==> src/rtl/gonso_wb_initiator.sv <==
`default_nettype none
// ---------------------------------------------------------------------------
// gonso_wb_initiator : single-transfer Wishbone classic initiator with timeout
// Revision 1.0
// ---------------------------------------------------------------------------
module gonso_wb_initiator #(
  parameter int ADDR_W  = 32,
  parameter int DATA_W  = 32,
  parameter int TIMEOUT = 16
) (
  input  logic                clk,
  input  logic                rst_n,
  input  logic                cmd_valid,
  output logic                cmd_ready,
  input  logic                cmd_we,
  input  logic [ADDR_W-1:0]   cmd_addr,
  input  logic [DATA_W-1:0]   cmd_wdata,
  input  logic [DATA_W/8-1:0] cmd_sel,
  output logic                rsp_valid,
  input  logic                rsp_ready,
  output logic [DATA_W-1:0]   rsp_rdata,
  output logic                rsp_err,
  output logic                wbm_cyc_o,
  output logic                wbm_stb_o,
  output logic                wbm_we_o,
  output logic [ADDR_W-1:0]   wbm_adr_o,
  output logic [DATA_W-1:0]   wbm_dat_o,
  output logic [DATA_W/8-1:0] wbm_sel_o,
  input  logic [DATA_W-1:0]   wbm_dat_i,
  input  logic                wbm_ack_i
);

  localparam int SEL_W = DATA_W / 8;
  localparam int CNT_W = $clog2(TIMEOUT);
  localparam logic [CNT_W-1:0] CNT_LAST = CNT_W'(TIMEOUT - 1);

  typedef enum logic [1:0] {
    IDLE = 2'd0,
    BUS  = 2'd1,
    RESP = 2'd2
  } state_t;

  state_t             state, state_nxt;
  logic [CNT_W-1:0]   cnt, cnt_nxt;
  logic               cyc_nxt, we_nxt, ready_nxt, rvalid_nxt, rerr_nxt;
  logic [ADDR_W-1:0]  adr_nxt;
  logic [DATA_W-1:0]  dat_nxt, rdata_nxt;
  logic [SEL_W-1:0]   sel_nxt;

  // Strobe mirrors cycle; both come straight from the same flop.
  assign wbm_stb_o = wbm_cyc_o;

  always_ff @(posedge clk or negedge rst_n) begin
    if (!rst_n) begin
      state     <= IDLE;
      cnt       <= '0;
      cmd_ready <= 1'b0;
      rsp_valid <= 1'b0;
      rsp_rdata <= '0;
      rsp_err   <= 1'b0;
      wbm_cyc_o <= 1'b0;
      wbm_we_o  <= 1'b0;
      wbm_adr_o <= '0;
      wbm_dat_o <= '0;
      wbm_sel_o <= '0;
    end else begin
      state     <= state_nxt;
      cnt       <= cnt_nxt;
      cmd_ready <= ready_nxt;
      rsp_valid <= rvalid_nxt;
      rsp_rdata <= rdata_nxt;
      rsp_err   <= rerr_nxt;
      wbm_cyc_o <= cyc_nxt;
      wbm_we_o  <= we_nxt;
      wbm_adr_o <= adr_nxt;
      wbm_dat_o <= dat_nxt;
      wbm_sel_o <= sel_nxt;
    end
  end

  always_comb begin
    state_nxt  = state;
    cnt_nxt    = cnt;
    ready_nxt  = cmd_ready;
    rvalid_nxt = rsp_valid;
    rdata_nxt  = rsp_rdata;
    rerr_nxt   = rsp_err;
    cyc_nxt    = wbm_cyc_o;
    we_nxt     = wbm_we_o;
    adr_nxt    = wbm_adr_o;
    dat_nxt    = wbm_dat_o;
    sel_nxt    = wbm_sel_o;
    case (state)
      IDLE: begin
        ready_nxt = 1'b1;
        if (cmd_valid && cmd_ready) begin
          we_nxt    = cmd_we;
          adr_nxt   = cmd_addr;
          dat_nxt   = cmd_wdata;
          sel_nxt   = cmd_sel;
          cyc_nxt   = 1'b1;
          cnt_nxt   = '0;
          ready_nxt = 1'b0;
          state_nxt = BUS;
        end
      end
      BUS: begin
        // An ack on the final counted edge still completes normally.
        if (wbm_ack_i) begin
          cyc_nxt    = 1'b0;
          rdata_nxt  = wbm_we_o ? '0 : wbm_dat_i;
          rerr_nxt   = 1'b0;
          rvalid_nxt = 1'b1;
          state_nxt  = RESP;
        end else if (cnt == CNT_LAST) begin
          cyc_nxt    = 1'b0;
          rdata_nxt  = '0;
          rerr_nxt   = 1'b1;
          rvalid_nxt = 1'b1;
          state_nxt  = RESP;
        end else begin
          cnt_nxt = cnt + 1'b1;
        end
      end
      RESP: begin
        if (rsp_ready) begin
          rvalid_nxt = 1'b0;
          ready_nxt  = 1'b1;
          state_nxt  = IDLE;
        end
      end
      default: state_nxt = IDLE;
    endcase
  end

endmodule
`default_nettype wire
==> config.mk <==
export PLATFORM = sky130hd
export DESIGN_NAME = gonso_wb_initiator
export DESIGN_NICKNAME = d
export VERILOG_FILES = /design/src/rtl/gonso_wb_initiator.sv
export SDC_FILE = /design/constraint.sdc
export NUM_CORES = 1
export LEC_CHECK = 0
export CAP_MARGIN = 15
export CELL_PAD_IN_SITES_DETAIL_PLACEMENT = 0
export CELL_PAD_IN_SITES_GLOBAL_PLACEMENT = 1
export CORE_MARGIN = 5
export CORE_UTILIZATION = 29
export CTS_CLUSTER_SIZE = 24
export DETAILED_ROUTE_END_ITERATION = 8
export GPL_TIMING_DRIVEN = 0
export PLACE_DENSITY_LB_ADDON = 0.1
export SYNTH_ARGS = -nofsm -noshare
export SYNTH_HDL_FRONTEND = slang
export SYNTH_SLANG_ARGS = --single-unit
==> constraint.sdc <==
create_clock -name clk -period 2.05 [get_ports clk]
set_input_delay 0.3075 -clock clk [delete_from_list [all_inputs] [get_ports clk]]
set_output_delay 0.3075 -clock clk [all_outputs]
set_load 0.1 [all_outputs]
# Yosys cells after proc, flatten, opt, wreduce, memory -nomap -nowiden

Cells that the tools add are included.

Muxes and demuxes: 24
Add/sub/neg operators: 1
Equality and inequality tests: 8
Reduce and logical (&&, ||, !) cells: 13

Operators by type and width:

| cell                                                 | number |
|---|---|
| two-way mux 32 bit                                   | 3 |
| two-way mux 4 bit                                    | 3 |
| two-way mux 1 bit                                    | 9 |
| AND reduction 3 bit                                  | 3 |
| two-way mux 2 bit                                    | 4 |
| != test 2 bit (second input constant)                | 4 |
| one-hot mux 4 bit (2 select lines)                   | 1 |
| nonzero test 2 bit                                   | 4 |
| one-hot mux 1 bit (2 select lines)                   | 3 |
| one-hot mux 2 bit (3 select lines)                   | 1 |
| AND reduction 2 bit                                  | 3 |
| adder 4 x 1 -> 4 bit (second input constant)         | 1 |
| equality test 4 bit (second input constant)          | 1 |
| AND reduction 4 bit                                  | 1 |
| != test 3 bit (second input constant)                | 1 |
| equality test 2 x 1 -> 1 bit (second input constant) | 1 |
| equality test 2 bit (second input constant)          | 1 |
| zero test 2 bit                                      | 1 |
| logical AND 1 bit                                    | 1 |

Logic and storage cells: 57
Output and inout port bits: 106
Register bits: 111

# Longest topological paths before layout

Gate-level depths: netlist (run 1).

Depth after elaboration: 4
Gate-level depth with buffers: 5
Mapped depth without buffers: 4

# Worst setup path after synthesis (run 1)

No wires, ideal clock.

Kind: register to register
Start point: reg cmd_ready
End point: reg wbm_cyc_o
Arrival: 1.773 ns
Path slack: 0.210 ns
Path buffers: 2
Data required time: 1.983 ns
Library setup time: 0.067 ns
Cell stages (with the launch flop): 5
Cells stage by stage: dfrtp_1 -> nor4bb_1 -> clkbuf_1 -> buf_2 -> o21a_1

Word-level cells in the longest chain between the ends: 3

Ends and longest elaborated chain:

| element                              | RTL line | source |
|---|---|---|
| from (decl)                          | 14       | `output logic cmd_ready,` |
| from (signal assigned)               | 69       | `cmd_ready <= ready_nxt;` |
| logical AND 1 bit                    | 96       | `if (cmd_valid && cmd_ready) begin` |
| != test 2 bit (no source line)       | --       |  |
| AND reduction 3 bit (no source line) | --       |  |
| to (signal assigned)                 | 73       | `wbm_cyc_o <= cyc_nxt;` |
| to (decl)                            | 23       | `output logic wbm_cyc_o,` |

Every way passes these cells.
A chain may end at the register's enable or synchronous reset.

# Worst setup path after layout (run 1)

Start point: reg wbm_cyc_o
End point: out wbm_stb_o

RTL lines:

| element   | RTL line | source |
|---|---|---|
| to (decl) | 24       | `output logic wbm_stb_o,` |

No word-level cell between the ends.

==> metrics.md, run 1 <==
| Metric | Value |
|---|---|
| Kind of critical path | flip-flop to output port |
| Total Wirelength | 12650 um |
| Final period demand of the worst path | 1.979 ns |
| Number of buffers inserted to repair setup after CTS | 0 |
| TritonCTS clock tree | built |
| Total congestion overflow after global routing | 0 |
| Top cells by area, synth | dfrtp_1 (66%), nand2_1 (19%), a22o_1 (6.7%) |
| Arrival time of data at the critical path endpoint | 1.67 ns |
| Commonest cells post-synth | nand2_1 (211), dfrtp_1 (111), a22o_1 (32), buf_2 (19) |
| Combined flip-flop and latch cell area | 2778 um2 |
| First-pass GRT wire length | 19550 um |
| Crit-path cells | buf_4 > dlygate4sd2_1 |
| Part of the Yosys area used for sequential elements | 66.11% |
| R2R Path End | rsp_rdata[20] |
| Final Slew Violations | 0 |
| Clock Skews | 0.005271 ns |
| Worst reg2reg path startpoint | cnt[0] |
| Register bit count reported by yosys | 111 |
| Synth Net Count | 516 |
| Routability cong. | 0.7268 |
| Post-synthesis async set-or-reset flop share | 100.0% |
| Final Non-Filler Cells | 822 |
| Worst setup path startpoint | wbm_cyc_o |
| Placed insts | 805 |
| Area leader, netlist | dfrtp_1 |
| Via count of the first global-routing pass | 3619 |
| Multi-input gate area in the final layout | 1276 um2 |
| Final number of setup-violating endpoints | 0 |
| Row cnt | 44 |
| DRC violations left | 0 |
| Ant diodes | 0 |
| Routed length per placed instance | 15.39 um |
| Boundary Pins | 212 |
| Overall die height | 130.4 um |
| Critical path endpoint | wbm_stb_o |
| Fmax | 0.5054 GHz |
| CTS Root Cell | clkbuf_16 |
| Number of buffers and inverters on the critical path | 2 |
| Insertion delay to the later sink of the worst-skew pair | 0.35 ns |
| Fraction of synthesized cell area taken by the top area cell type | 66.11% |
| Detail Route Antenna Nets | 0 |
| Net count of the finished layout | 740 |
| Count of vias placed by the detailed router | 3578 |
| Reg2Reg Setup Slack | 0.34 ns |
| DRT Pass-1 Iters | 5 |
| Crit. path cell count | 2 |
| Most instantiated flip-flop cell in the synthesis netlist | dfrtp_1 |
| Synthesized instance count | 409 |
| Ratio of cells with drive above 1 in the final layout | 6.426% |
| Required time of the critical path | 1.74 ns |
| Crit. End Element | output port |
| Clock transition at the registers of the reported paths | 0.07 ns |
| Cts bufs inserted | 9 |
| Share of the clock period used by the worst path | 96.52% |
| Type of the worst min-delay path | primary input to async pin |
| Vias per inst | 4.353 |
| Area growth, synth to finish | 60.93% |
| Floorplan die area | 17000 um2 |
| Number of antenna violations at the first check in global routing | 0 |
| Max incr delay on CP | 0.84 ns |
| Count of cells along the worst register-to-register path | 5 |
| Result of the run | finished, final reports clean |
| Most common cell in the synthesized netlist | nand2_1 |
| Delay-heaviest family, CP | buffers and inverters |
| Number of flops mapped to enable cells by yosys | 0 |
| Crit-path max FO | 3 |
| Synthesized area divided by synthesized cell count | 10.27 um2 |
| Starting utilization of the core area | 29.24% |
| Sinks on Clock Net | 111 |
| Width of the die | 130.4 um |
| Port Buffers | 211 |
| Fill cell total of the finished layout | 1404 |
| Initial drt markers | 126 |
| RSZ-0062 raised after global routing | no |
| Slowest stage cell on the critical path | dlygate4sd2_1 |
| Worst setup SP type | flip-flop |
| Netlist cell types | 27 |
| Number of warnings issued by yosys | 0 |
| Core region area | 14370 um2 |
| Global-route total usage across every layer | 14.92% |
| Largest net degree at the start of global routing | 80 |
| Max-cap violation count | 0 |
| Relative slew slack | 32.16% |
| Pin slew with the least headroom to its limit | 1.022 ns |
| Longest Clk Path Bufs | 2 |
| Placed wire-length estimate | 9484 um |
| Post-synthesis cell area | 4202 um2 |
| Final number of hold-violating endpoints | 0 |
| CTS H-tree lvls | 3 |
-- registers in the layout (all words and copies together), names as in the netlist --
name	cells
cmd_ready	1
cnt	4
rsp_err	1
rsp_rdata	32
rsp_valid	1
state	2
wbm_adr_o	32
wbm_cyc_o	1
wbm_dat_o	32
wbm_sel_o	4
wbm_we_o	1
-- kinds of logic (layout without fill, tap and decap cells) --
family                     after synthesis  in the layout  share of synthesized area, %
buffers and inverters                   26            255                         3.514
DFF                                    111            111                         66.11
adders and majority gates                1              1                        0.2977
AOI/OAI and AO/OA                       46             46                         8.725
and+or+nand+nor                        224            224                         21.11
muxes                                    1              1                        0.2382
-- timing repair --
item | CTS | global route
endpoints found under the hold margin | 32 | 0
hold buffers | 1 | 0
gates resized for setup | 106 | 0
endpoints found under the setup margin | 106 | 0
-- layout make-up --
class / count / share of cell area, %
multi-input combinational: 272 / 18.87
clock inverter: 2 / 0.5551
clock buffer: 14 / 4.053
sequential: 111 / 41.08
buffer: 24 / 2.073
tap: 184 / 3.405
inverter: 2 / 0.1110
timing repair buffer: 213 / 29.85
-- worst min path at each step --
stage	from	end	slack [ns]
floorplan	rst_n	cmd_ready	0.01
global placement	wbm_adr_o[2]	wbm_adr_o[2]	0.46
detailed placement	rst_n	rsp_rdata[10]	0.22
CTS	rst_n	rsp_rdata[10]	0.40
global route	rst_n	rsp_rdata[5]	0.44
finish	rst_n	rsp_rdata[12]	0.41
-- placed cells by master (no fill, tap or decap), types with 2 or more instances in the layout --
cell             synthesis  layout
nand2_1                211     211
clkdlybuf4s50_1          0     104
inv_1                    2       2
a22o_1                  32      32
clkbuf_1                 1       3
buf_2                   19      19
o21a_1                   2       2
clkbuf_16                0       9
dlygate4sd2_1            0     106
o21ai_1                  4       4
and3_1                   2       2
buf_6                    3       4
a21oi_1                  4       4
clkbuf_8                 0       3
dfrtp_1                111     111
nand3_1                  3       3
-- stage by stage --
stage / instance area [um2] / utilization (%) / hold WS (ns) / setup slack, ns / TNS (ns)
after floorplan: 4202 / - / 0.01191 / 0.2095 / 0
final: 6761 / 47.06 / 0.4079 / 0.07133 / 0
after global routing: 6761 / 47.06 / 0.4401 / 0.01318 / 0
after CTS: 6761 / 47.06 / 0.4003 / 0.04047 / 0
after detailed placement: 6573 / 45.74 / 0.2195 / 0.09858 / 0
after global placement: 6544 / 45.54 / 0.4561 / -3.863 / -427.45
-- per-layer routing --
metal / vias to the layer above / global-route usage, % / share of wire, %
met5: - / 0 / 0
met4: 0 / 5.989 / 2.2
met3: 16 / 6.427 / 10
met2: 128 / 22.30 / 45
met1: 1676 / 19.12 / 42
li1: 1758 / - / -
-- worst reg2reg max path, stage by stage (launching register included) --
cell and delay (ns):
dfrtp_1 0.41, ha_1 0.24, and3_1 0.20, o21ai_2 0.32, buf_2 0.31, a22o_1 0.18
Power of run 1 is left out: the tool's default activity adds up to more than one toggle a clock period on the data nets, which glitch-free logic cannot reach.
==> run 2: changes to the inputs <==
--- a/config.mk
+++ b/config.mk
@@ -13,7 +13,9 @@
 export CTS_CLUSTER_SIZE = 24
 export DETAILED_ROUTE_END_ITERATION = 8
 export GPL_TIMING_DRIVEN = 0
-export PLACE_DENSITY_LB_ADDON = 0.1
+export HOLD_SLACK_MARGIN = 0.05
+export MAX_ROUTING_LAYER = met4
+export PLACE_DENSITY_LB_ADDON = 0.25
 export SYNTH_ARGS = -nofsm -noshare
 export SYNTH_HDL_FRONTEND = slang
 export SYNTH_SLANG_ARGS = --single-unit
==> run 2 against run 1 <==
Against the previous run: worst setup slack lost 0.0032 ns; clock-buffer cell count shrank 3; worst hold slack lost 0.044 ns; register-to-register slack is essentially flat.
==> metrics.md, run 2 (synthesis gave the netlist of run 1 again) <==
| Metric | Value |
|---|---|
| Result of the run | finished, final reports clean (unchanged) |
| DRC violations left | 0 (unchanged) |
| Commonest non-fill, non-tap cell in the layout | nand2_1 (unchanged) |
| Ant diodes | 0 (unchanged) |
| Met2 WL | 5834 um (was 5750 um) |
| Number of buffers inserted to repair setup after CTS | 0 (unchanged) |
| Floorplan die area | 17000 um2 (unchanged) |
| Met3 WL | 769 um (was 1327 um) |
| Cts bufs inserted | 9 (unchanged) |
| Longest Clk Path Bufs | 2 (unchanged) |
| Routed length per placed instance | 15.39 um (about the same) |
| Highest layer used for signal routing | met4 (unchanged) |
| Count of vias placed by the detailed router | 3641 (was 3578) |
| Vias per inst | 4.440 (was 4.353) |
| Final Slew Violations | 0 (unchanged) |
| RSZ-0062 raised after global routing | no (unchanged) |
| Core region area | 14370 um2 (unchanged) |
| Required time of the critical path | 1.74 ns (about the same) |
| Sum of routed wire segments on met1 | 5736 um (was 5300 um) |
| Relative slew slack | 32.91% (was 32.16%) |
| Routability cong. | 0.7297 (was 0.7268) |
| Clock transition at the registers of the reported paths | 0.07 ns (about the same) |
| Net count of the finished layout | 740 (unchanged) |
| Global-route total usage across every layer | 15.32% (was 14.92%) |
| Final period demand of the worst path | 1.982 ns (was 1.979 ns) |
| CTS H-tree lvls | 3 (unchanged) |
| Type of the worst min-delay path | primary input to async pin (unchanged) |
| Final number of hold-violating endpoints | 0 (unchanged) |
| CTS Root Cell | clkbuf_16 (unchanged) |
| Worst setup SP type | flip-flop (unchanged) |
| Row cnt | 44 (unchanged) |
| Placed wire-length estimate | 9143 um (was 9484 um) |
| Pin slew with the least headroom to its limit | 1.010 ns (was 1.022 ns) |
| TritonCTS clock tree | built (unchanged) |
| Number of antenna violations at the first check in global routing | 0 (unchanged) |
| Area growth, synth to finish | 59.59% (was 60.93%) |
| Crit. End Element | output port (unchanged) |
| Width of the die | 130.4 um (unchanged) |
| R2R Path End | rsp_rdata[5] (was rsp_rdata[20]) |
| Sinks on Clock Net | 111 (unchanged) |
| Worst reg2reg path startpoint | cnt[0] (unchanged) |
| Ratio of cells with drive above 1 in the final layout | 6.132% (was 6.426%) |
| First-pass GRT wire length | 19630 um (was 19550 um) |
| Via count of the first global-routing pass | 3727 (was 3619) |
| Total Wirelength | 12620 um (was 12650 um) |
| Boundary Pins | 212 (unchanged) |
| Arrival time of data at the critical path endpoint | 1.67 ns (about the same) |
| Max-cap violation count | 0 (unchanged) |
| Share of the clock period used by the worst path | 96.68% (was 96.52%) |
| Kind of critical path | flip-flop to output port (unchanged) |
| Starting utilization of the core area | 29.24% (unchanged) |
| Registers with the most flip-flops | rsp_rdata x32, wbm_adr_o x32, wbm_dat_o x32 (unchanged) |
| Reg2Reg Setup Slack | 0.33 ns (was 0.34 ns) |
| Count of cells along the worst register-to-register path | 5 (unchanged) |
| Total congestion overflow after global routing | 0 (unchanged) |
| Largest net degree at the start of global routing | 97 (was 80) |
| Fmax | 0.5046 GHz (was 0.5054 GHz) |
| Overall die height | 130.4 um (unchanged) |
| Initial drt markers | 139 (was 126) |
| Clock Skews | 0.008590 ns (was 0.005271 ns) |
| Final total negative setup slack | 0 ns (unchanged) |
| Detail Route Antenna Nets | 0 (unchanged) |
| DRT Pass-1 Iters | 4 (was 5) |
| Most frequent cells in the layout | nand2_1 (211), dfrtp_1 (111), dlygate4sd2_1 (106) (unchanged) |
| Crit-path max FO | 3 (unchanged) |
| Insertion delay to the later sink of the worst-skew pair | 0.35 ns (about the same) |
| Final number of setup-violating endpoints | 0 (unchanged) |
| Port Buffers | 211 (unchanged) |
## run 2: what timing repair did
action,in CTS,in global routing
endpoints found under the hold margin,15,0
gates resized for setup,106,0
hold buffers,1,0
endpoints found under the setup margin,106,0
## run 2: how the worst max path moves through the flow
stage          slack [ns]      start  depth (start not counted)       endpoint
2_1_floorplan        0.21  cmd_ready                          4      wbm_cyc_o
4_1_cts              0.04  wbm_cyc_o                          2      wbm_stb_o
3_5_place_dp         0.09  cmd_valid                          6  wbm_dat_o[29]
6_report             0.07  wbm_cyc_o                          2      wbm_stb_o
5_1_grt             0.004  wbm_cyc_o                          2      wbm_stb_o
3_3_place_gp        -3.74      rst_n                          1  wbm_adr_o[16]
## run 2: layout make-up
| class | count | area, um2 |
|---|---|---|
| well taps | 184 | 230.2 |
| plain buffers | 24 | 140.1 |
| inverters | 2 | 7.507 |
| clock buffers | 11 | 232.7 |
| repair buffers | 213 | 2018 |
| clock inverters | 3 | 22.52 |
| flip-flops and latches | 111 | 2778 |
| multi-input cells | 272 | 1276 |
| fillers | 1367 | 7664 |
## run 2: per-stage QoR
| stage | instance area, um2 | utilization (%) | instances | setup WS [ns] | hold slack, ns |
|---|---|---|---|---|---|
| floorplan | 4202 | - | 409 | 0.2095 | 0.01191 |
| global placement | 6544 | 45.54 | 804 | -3.742 | 0.4575 |
| detailed placement | 6573 | 45.74 | 805 | 0.08889 | 0.1539 |
| CTS | 6705 | 46.66 | 820 | 0.03904 | 0.3515 |
| global route | 6705 | 46.66 | 820 | 0.004355 | 0.3762 |
| finish | 6705 | 46.66 | 820 | 0.06809 | 0.3640 |
## run 2: critical path: stages, from the launching register on
cell and delay [ns]:
dfrtp_1 0.38, buf_4 0.11, dlygate4sd2_1 0.84
## run 2: layer usage
layer	GRT usage (%)	vias to the layer above
li1	-	1767
met1	20.53	1719
met3	2.865	17
met2	23.11	138
met5	-	-
met4	5.989	0
Power of run 2 is left out for the same reason.
==> run 3: changes to the inputs <==
--- a/config.mk
+++ b/config.mk
@@ -5,11 +5,11 @@
 export SDC_FILE = /design/constraint.sdc
 export NUM_CORES = 1
 export LEC_CHECK = 0
-export CAP_MARGIN = 15
+export CAP_MARGIN = 20
 export CELL_PAD_IN_SITES_DETAIL_PLACEMENT = 0
 export CELL_PAD_IN_SITES_GLOBAL_PLACEMENT = 1
 export CORE_MARGIN = 5
-export CORE_UTILIZATION = 29
+export CORE_UTILIZATION = 25
 export CTS_CLUSTER_SIZE = 24
 export DETAILED_ROUTE_END_ITERATION = 8
 export GPL_TIMING_DRIVEN = 0
==> run 3 against run 2 <==
Against the previous run: via count is 0.16% higher; final cell count is 4.6% higher; die area is 15% higher; worst setup slack better by 0.0085 ns; wire length is 3.7% higher; clock skew is 0.0025 ns lower; non-clock buffer count stayed put; critical path type unchanged.
==> metrics.md, run 3 (synthesis gave the netlist of run 1 again) <==
| Metric | Value |
|---|---|
| Row cnt | 47 (was 44) |
| Max-cap violation count | 0 (unchanged) |
| Final number of hold-violating endpoints | 0 (unchanged) |
| Met2 global-route usage | 21.55% (was 23.11%) |
| CTS Root Cell | clkbuf_16 (unchanged) |
| Final number of setup-violating endpoints | 0 (unchanged) |
| Worst setup path startpoint | wbm_cyc_o (unchanged) |
| CTS H-tree lvls | 3 (unchanged) |
| Net count of the finished layout | 740 (unchanged) |
| DRC violations left | 0 (unchanged) |
| TritonCTS clock tree | built (unchanged) |
| Result of the run | finished, final reports clean (unchanged) |
| Clock Skews | 0.006104 ns (was 0.008590 ns) |
| Worst reg2reg path startpoint | state[1] (was cnt[0]) |
| Routability cong. | 0.7636 (was 0.7297) |
| Sinks on Clock Net | 111 (unchanged) |
| Overall die height | 139.6 um (was 130.4 um) |
| Count of vias placed by the detailed router | 3647 (was 3641) |
| Number of buffers inserted to repair setup after CTS | 0 (unchanged) |
| Vias per inst | 4.251 (was 4.440) |
| Crit-path max FO | 3 (unchanged) |
| Floorplan die area | 19500 um2 (was 17000 um2) |
| Setup slack at placement | 0.02205 ns (was 0.08889 ns) |
| Final Slew Violations | 0 (unchanged) |
| Worst setup margin | 0.07659 ns (was 0.06809 ns) |
| Placed wire-length estimate | 9752 um (was 9143 um) |
| Clock transition at the registers of the reported paths | 0.08 ns (was 0.07 ns) |
| Most frequent cells in the layout | nand2_1 (211), dfrtp_1 (111), dlygate4sd2_1 (105) (was nand2_1 (211), dfrtp_1 (111), dlygate4sd2_1 (106)) |
| RSZ-0062 raised after global routing | no (unchanged) |
| Boundary Pins | 212 (unchanged) |
| Worst setup SP type | flip-flop (unchanged) |
| Registers with the most flip-flops | rsp_rdata x32, wbm_adr_o x32, wbm_dat_o x32 (unchanged) |
| Routed length per placed instance | 15.25 um (was 15.39 um) |
| Starting utilization of the core area | 25.43% (was 29.24%) |
| DRT Pass-1 Iters | 6 (was 4) |
| Required time of the critical path | 1.74 ns (about the same) |
| Met3 track utilization from global routing | 3.739% (was 2.865%) |
| Pin slew with the least headroom to its limit | 1.025 ns (was 1.010 ns) |
| Core region area | 16520 um2 (was 14370 um2) |
| Detail Route Antenna Nets | 0 (unchanged) |
| Layer with the highest usage after global routing | met2 (unchanged) |
| Total Wirelength | 13090 um (was 12620 um) |
| Kind of critical path | flip-flop to output port (unchanged) |
| Fin util | 41.35% (was 46.66%) |
| Longest Clk Path Bufs | 2 (unchanged) |
| Insertion delay to the later sink of the worst-skew pair | 0.35 ns (about the same) |
| Area growth, synth to finish | 62.63% (was 59.59%) |
| Type of the worst min-delay path | primary input to async pin (unchanged) |
| Ant diodes | 0 (unchanged) |
| Global-route total usage across every layer | 13.55% (was 15.32%) |
| Count of cells along the worst register-to-register path | 5 (unchanged) |
| Ratio of cells with drive above 1 in the final layout | 6.740% (was 6.132%) |
| Initial drt markers | 114 (was 139) |
| Total congestion overflow after global routing | 0 (unchanged) |
| Reg2Reg Setup Slack | 0.33 ns (about the same) |
| Fmax | 0.5067 GHz (was 0.5046 GHz) |
| Final period demand of the worst path | 1.973 ns (was 1.982 ns) |
| Cts bufs inserted | 9 (unchanged) |
| First-pass GRT wire length | 20620 um (was 19630 um) |
| Largest net degree at the start of global routing | 73 (was 97) |
| Number of antenna violations at the first check in global routing | 0 (unchanged) |
| Met1 layer usage reported by global route | 16.95% (was 20.53%) |
| Share of the clock period used by the worst path | 96.26% (was 96.68%) |
| Port Buffers | 211 (unchanged) |
| R2R Path End | wbm_adr_o[2] (was rsp_rdata[5]) |
| Crit. End Element | output port (unchanged) |
| Width of the die | 139.6 um (was 130.4 um) |
| Arrival time of data at the critical path endpoint | 1.67 ns (about the same) |
| Via count of the first global-routing pass | 3760 (was 3727) |
| Relative slew slack | 31.94% (was 32.91%) |
| Commonest non-fill, non-tap cell in the layout | nand2_1 (unchanged) |
run 3: cell types whose count changed in the layout (fill, tap and decap cells not counted), sizes merged:
| cell | previous run | this run |
|---|---|---|
| clkdlybuf4s15 | 0 | 1 |
| bufinv | 0 | 2 |
| clkinvlp | 3 | 0 |
| inv | 2 | 6 |
| dlygate4sd2 | 106 | 105 |
| clkbuf | 12 | 10 |
| clkinv | 0 | 1 |
run 3: layout make-up:
class / count / area (um2)
fill: 1637 / 9692
sequential: 111 / 2778
timing repair buffer: 213 / 2019
multi-input combinational: 272 / 1276
tap: 220 / 275.3
clock buffer: 9 / 225.2
buffer: 24 / 140.1
clock inverter: 7 / 111.4
inverter: 2 / 7.507
run 3: worst max-delay path by stage:
stage,endpoint,slack (ns),cells after the start
final,wbm_stb_o,0.08,2
after global routing,wbm_stb_o,0.03,2
after CTS,wbm_stb_o,0.03,2
after detailed placement,wbm_adr_o[6],0.02,6
after global placement,wbm_adr_o[8],-3.77,1
after floorplan,wbm_cyc_o,0.21,4
run 3: timing repair:
action                                  4_1_cts  5_1_grt
hold buffers                                  1        0
endpoints found under the setup margin      106        1
gates resized for setup                     106        1
hold endpoints to repair                     39        0
run 3: layer usage:
layer / share of wire (%) / routed length [um] / vias to the layer above
li1: - / - / 1769
met1: 44 / 5786 / 1749
met2: 48 / 6312 / 118
met3: 5.8 / 764 / 11
met4: 1.7 / 223 / 0
met5: 0 / 0 / -
run 3: stage by stage:
stage               cells  hold slack (ns)  instance area (um2)  TNS, ns
floorplan             409          0.01191                 4202        0
global placement      840           0.4575                 6589  -417.72
detailed placement    841           0.2419                 6618        0
CTS                   858           0.4291                 6832        0
global route          858           0.4558                 6833        0
finish                858           0.4230                 6833        0
run 3: worst max-delay path, stage by stage (launching register included):
cell	delay (ns)
dfrtp_1	0.39
buf_4	0.12
clkdlybuf4s15_1	0.81
Power of run 3 is left out for the same reason.
